<file path="src/rtl/trivium_seq_ctrl.sv">
// trivium_seq_ctrl: loads key/IV bytes, strobes the trivium core, warms it up and packs keystream bits into bytes
module trivium_seq_ctrl #(
  parameter int KEY_BYTES = 10,
  parameter int IV_BYTES = 10,
  parameter int WARMUP_CYCLES = 1152
) (
  input  logic                   clk,
  input  logic                   rst_n,
  input  logic                   restart,
  input  logic [7:0]             in_data,
  input  logic                   in_valid,
  output logic                   in_ready,
  output logic [7:0]             ks_data,
  output logic                   ks_valid,
  input  logic                   ks_ready,
  output logic [8*KEY_BYTES-1:0] core_key,
  output logic [8*IV_BYTES-1:0]  core_iv,
  output logic                   core_load,
  output logic                   core_en,
  input  logic                   core_ks,
  output logic                   busy
);
  localparam logic [2:0] S_LOAD_KEY = 3'd0, S_LOAD_IV = 3'd1, S_INIT = 3'd2, S_WARMUP = 3'd3, S_RUN = 3'd4;
  localparam int BW = $clog2((KEY_BYTES > IV_BYTES ? KEY_BYTES : IV_BYTES) + 1);
  localparam int WW = $clog2(WARMUP_CYCLES);
  localparam logic [WW-1:0] WARM_LAST = WW'(WARMUP_CYCLES - 1);
  logic [2:0] state, state_n;
  logic [BW-1:0] byte_cnt;
  logic [WW-1:0] warm_cnt;
  logic [3:0] bit_cnt, bit_n;
  logic [7:0] acc;
  logic xfer, last_byte, warm_done, collect, handoff;
  assign in_ready = state == S_LOAD_KEY || state == S_LOAD_IV;
  assign xfer = in_valid && in_ready;
  assign last_byte = state == S_LOAD_KEY ? byte_cnt == BW'(KEY_BYTES - 1) : byte_cnt == BW'(IV_BYTES - 1);
  assign warm_done = warm_cnt == WARM_LAST;
  assign collect = state == S_RUN && !bit_cnt[3];
  assign handoff = state == S_RUN && bit_cnt[3] && (!ks_valid || ks_ready);
  always_comb begin
    state_n = restart ? S_LOAD_KEY :
              (state == S_LOAD_KEY && xfer && last_byte) ? S_LOAD_IV :
              (state == S_LOAD_IV && xfer && last_byte) ? S_INIT :
              state == S_INIT ? S_WARMUP :
              (state == S_WARMUP && warm_done) ? S_RUN : state;
    bit_n = (restart || handoff) ? 4'd0 : collect ? bit_cnt + 4'd1 : bit_cnt;
  end
  // outputs are registered from the next-state view so they line up with the state they describe
  always_ff @(posedge clk or negedge rst_n) begin
    if (!rst_n) begin
      state <= S_LOAD_KEY;
      byte_cnt <= '0;
      warm_cnt <= '0;
      bit_cnt <= '0;
      acc <= '0;
      core_key <= '0;
      core_iv <= '0;
      ks_data <= '0;
      ks_valid <= 1'b0;
      core_load <= 1'b0;
      core_en <= 1'b0;
      busy <= 1'b0;
    end else begin
      state <= state_n;
      bit_cnt <= bit_n;
      byte_cnt <= (restart || (xfer && last_byte)) ? '0 : xfer ? byte_cnt + 1'b1 : byte_cnt;
      warm_cnt <= (state == S_WARMUP && !restart && !warm_done) ? warm_cnt + 1'b1 : '0;
      for (int i = 0; i < KEY_BYTES; i++)
        if (!restart && xfer && state == S_LOAD_KEY && byte_cnt == BW'(i)) core_key[8*i +: 8] <= in_data;
      for (int i = 0; i < IV_BYTES; i++)
        if (!restart && xfer && state == S_LOAD_IV && byte_cnt == BW'(i)) core_iv[8*i +: 8] <= in_data;
      if (collect && !restart) acc[bit_cnt[2:0]] <= core_ks;
      if (handoff && !restart) ks_data <= acc;
      ks_valid <= restart ? 1'b0 : handoff ? 1'b1 : ks_ready ? 1'b0 : ks_valid;
      core_load <= state_n == S_INIT;
      busy <= state_n == S_WARMUP;
      core_en <= state_n == S_WARMUP || (state_n == S_RUN && !bit_n[3]);
    end
  end
endmodule
</file>
<file path="config.mk">
export PLATFORM = sky130hd
export DESIGN_NAME = trivium_seq_ctrl
export DESIGN_NICKNAME = d
export VERILOG_FILES = /design/src/rtl/trivium_seq_ctrl.sv
export SDC_FILE = /design/constraint.sdc
export NUM_CORES = 1
export LEC_CHECK = 0
export ABC_AREA = 0
export BUFFER_PORTS_ARGS = -buffer_cell sky130_fd_sc_hd__buf_4
export CORE_MARGIN = 1.5
export CORE_UTILIZATION = 40
export DETAILED_ROUTE_END_ITERATION = 7
export PLACE_DENSITY_LB_ADDON = 0.2
export SYNTH_ARGS = -nofsm -noshare
export SYNTH_HDL_FRONTEND = slang
export SYNTH_SLANG_ARGS = --single-unit
</file>
<file path="constraint.sdc">
create_clock -name clk -period 2.5 [get_ports clk]
set_input_delay 0.5 -clock clk [delete_from_list [all_inputs] [get_ports clk]]
set_output_delay 0.5 -clock clk [all_outputs]
set_load 0.05 [all_outputs]
</file>
==> impl_metrics.py <==
metrics = {
    "cts": {
        "holdBufCountCts": 0,
        "cts_repair_resizes": 0,
        "cts_num_sinks": 202,
        "cts.clk_slew.worst_paths_ns": 0.06,
        "clock_tree.buffer_depth": 3,
        "cts_tree": "built",
        "h-tree-depth": 1,
        "root_buffer": "sky130_fd_sc_hd__clkbuf_16",
        "post-cts-setup-buffers": 0,
        "clock_insertion_delay_worst_skew_ns": 0.49,
        "tritoncts.num_buffers": 23,
    },
    "cells_and_area": {
        "insertedDiodeCount": 0,
        "area_growth_syn_to_layout_pct": 28.9,
        "layout-drive-gt1-share_pct": 56.9,
        "finalNetCount": 761,
    },
    "synthesis": {
        "synth_cells": 551,
        "postSynth.asyncResetShare_pct": 100,
        "average_cell_area_after_synthesis_um2": 14.7,
        "yosys.cell_types.count": 47,
        "synth_sequential_area_ratio_pct": 62.3,
        "syn-cell-area_um2": 8110,
        "yosysWarnings": 0,
        "postSynth.topFlopCell": "sky130_fd_sc_hd__dfrtp_1",
        "yosys_register_bits": 202,
        "number_of_enable_flip_flop_cells_after_synthesis": 0,
        "synthesis.nets": 571,
    },
    "routing": {
        "wl_um": 20000,
        "wl_met2_um": 10400,
        "routed.top_layer": "met4",
        "ant_nets": 0,
        "post_detailed_route_drc_marker_count": 0,
        "met1Wirelength_um": 8250,
        "detail_route.wl_per_cell_um": 19.7,
        "viasPerCell": 4.98,
        "wl_met3_um": 1000,
        "routed-via-count": 5050,
        "drt_first_iter_violations": 148,
        "drt_first_pass_iters": 4,
    },
    "setup_path": {
        "critical_path_maximum_fanout": 6,
        "cp_data_arrival_time_ns": 2.53,
        "timing.setup.critical_path_class": "register to register",
        "required_ns": 2.88,
        "critical_path.endpoint_type": "register",
        "critPathLaunchType": "register",
    },
    "sta": {
        "timing.setup.tns_ns": 0,
        "worst_slew_margin_rel_pct": 60.6,
        "fmax_mhz": 466,
        "final-hold-violation-count": 0,
        "setup_violations": 0,
        "fin_crit_ns": 2.14,
        "finClkSkew_ns": 0.00790,
        "slew_viol_final": 0,
        "layout_worst_path_cycle_share_pct": 85.8,
        "timing_worst_slew_pin_value_ns": 0.592,
        "rsz_0062_raised_after_global_routing": "false",
    },
    "grt": {
        "grt_pass1_wl_um": 31600,
        "grt_pass1_vias": 5533,
        "track_usage_pct": 18.9,
        "antenna_found_initial": 0,
        "grt_overflow": 0,
        "maximum_number_of_pins_on_one_net_before_global_route_repair": 69,
    },
    "placement": {
        "finalWeightedCongestion": 0.784,
        "post-dp-hpwl_um": 13800,
        "io_buffer_count": 186,
    },
    "die": {
        "initial_utilization_pct": 41.3,
        "rows": 51,
        "ioPinCount": 187,
        "die_area_um2": 21100,
        "fp.dieW_um": 145,
        "core_region_area_um2": 19700,
        "die_h_um": 145,
    },
    "pwr": {
        "power.static_leakage_nw": 5.40,
        "finalPower_mw": 7.60,
        "vdd_drop_max_uv": 531,
        "power-per-cell-area_nw_per_um2": 727,
    },
    "outcome": {
        "run_status": "complete, no violations",
    },
    "flow_run": {
        "cap_viol_max_count": 0,
    },
    "hold_path": {
        "hold_path.class": "input port to async pin",
    },
}
## report_power, final
part	leakage (nW)	switching, mW	total, mW	internal [mW]
sequential	2.77	0.0937	3.52	3.42
clock	0.320	1.21	2.96	1.75
combinational	2.32	0.785	1.11	0.330
total	5.40	2.09	7.60	5.51
## flip-flops by register name, summed over array words and instances (netlist names), 3 cells and up
name / flops
byte_cnt: 4
state: 3
core_iv: 80
warm_cnt: 11
bit_cnt: 4
ks_data: 8
core_key: 80
acc: 8
## worst max-delay path: stages, from the launching register on
cell and delay, ns:
sky130_fd_sc_hd__dfrtp_1 0.43, sky130_fd_sc_hd__inv_1 0.10, sky130_fd_sc_hd__ha_1 0.32, sky130_fd_sc_hd__and3b_1 0.31, sky130_fd_sc_hd__a211oi_1 0.14, sky130_fd_sc_hd__a2111oi_4 0.44, sky130_fd_sc_hd__nand2_1 0.16, sky130_fd_sc_hd__o32ai_2 0.14
## path summary, 6_finish.rpt
kind                             start      endpoint  slack [ns]  cells past startpoint
max                        byte_cnt[1]       core_en        0.36                      7
min                              rst_n   core_iv[34]        0.02                      1
max reg2reg                byte_cnt[1]       core_en        0.36                      7
min reg2reg                warm_cnt[0]   warm_cnt[0]        0.50                      1
max in group asynchronous        rst_n  core_key[79]        1.70                      2
min in group clk               core_ks        acc[1]        0.31                      2
## cell usage in the layout, fill, tap and decap left out, drive strengths merged, types with 7 or more instances in the layout
cell type	count
a21oi	7
buf	192
clkbuf	33
dfrtp	202
mux2	176
nand2	33
nand3	9
nor2	27
nor3	7
## cell families after synthesis
family                   count (synthesis)  synth area share, %
XOR/XNOR                                10                 1.08
buffers and inverters                   33                 1.70
flip-flops                             202                 62.3
AO/OA/AOI/OAI                           16                 1.62
multiplexers                           176                 24.4
AND/OR/NAND/NOR                        108                 7.90
adder cells (fa/ha/maj)                  6                0.926
## area by class of cell
type,count,area (um^2)
fillers,1714,9200
flip-flops and latches,202,5050
multi-input cells,316,2920
repair buffers,193,1480
clock buffers,32,639
well taps,265,332
inverters,5,18.8
clock inverters,2,10.0
## stage by stage
stage	setup WS, ns	cell area (um^2)	cells	hold WS (ns)	util, %
detailed placement	0.353	9800	981	0.493	49.9
CTS	0.345	10500	1015	0.0252	53.2
finish	0.356	10500	1015	0.0152	53.2
global placement	0.363	9800	981	0.471	49.9
floorplan	0.558	8110	551	0.204	-
global route	0.205	10500	1015	0.0453	53.2
## metal layers
metal	global-route usage, %	up-vias
li1	-	2287
met1	23.4	2619
met2	33.5	119
met3	4.04	25
met4	5.00	0
met5	0	-
## cell usage after synthesis, types with 6 or more instances
cell type	count	area, um^2
sky130_fd_sc_hd__nand3_1	9	45.0
sky130_fd_sc_hd__dfrtp_1	202	5050
sky130_fd_sc_hd__nand2_2	16	100
sky130_fd_sc_hd__nand2_1	17	63.8
sky130_fd_sc_hd__nor2_1	24	90.1
sky130_fd_sc_hd__clkbuf_1	21	78.8
sky130_fd_sc_hd__a21oi_1	7	35.0
sky130_fd_sc_hd__ha_1	6	75.1
sky130_fd_sc_hd__mux2_2	172	1940
sky130_fd_sc_hd__xnor2_1	6	52.6
No activity file was read; power rests on OpenSTA's default activity.
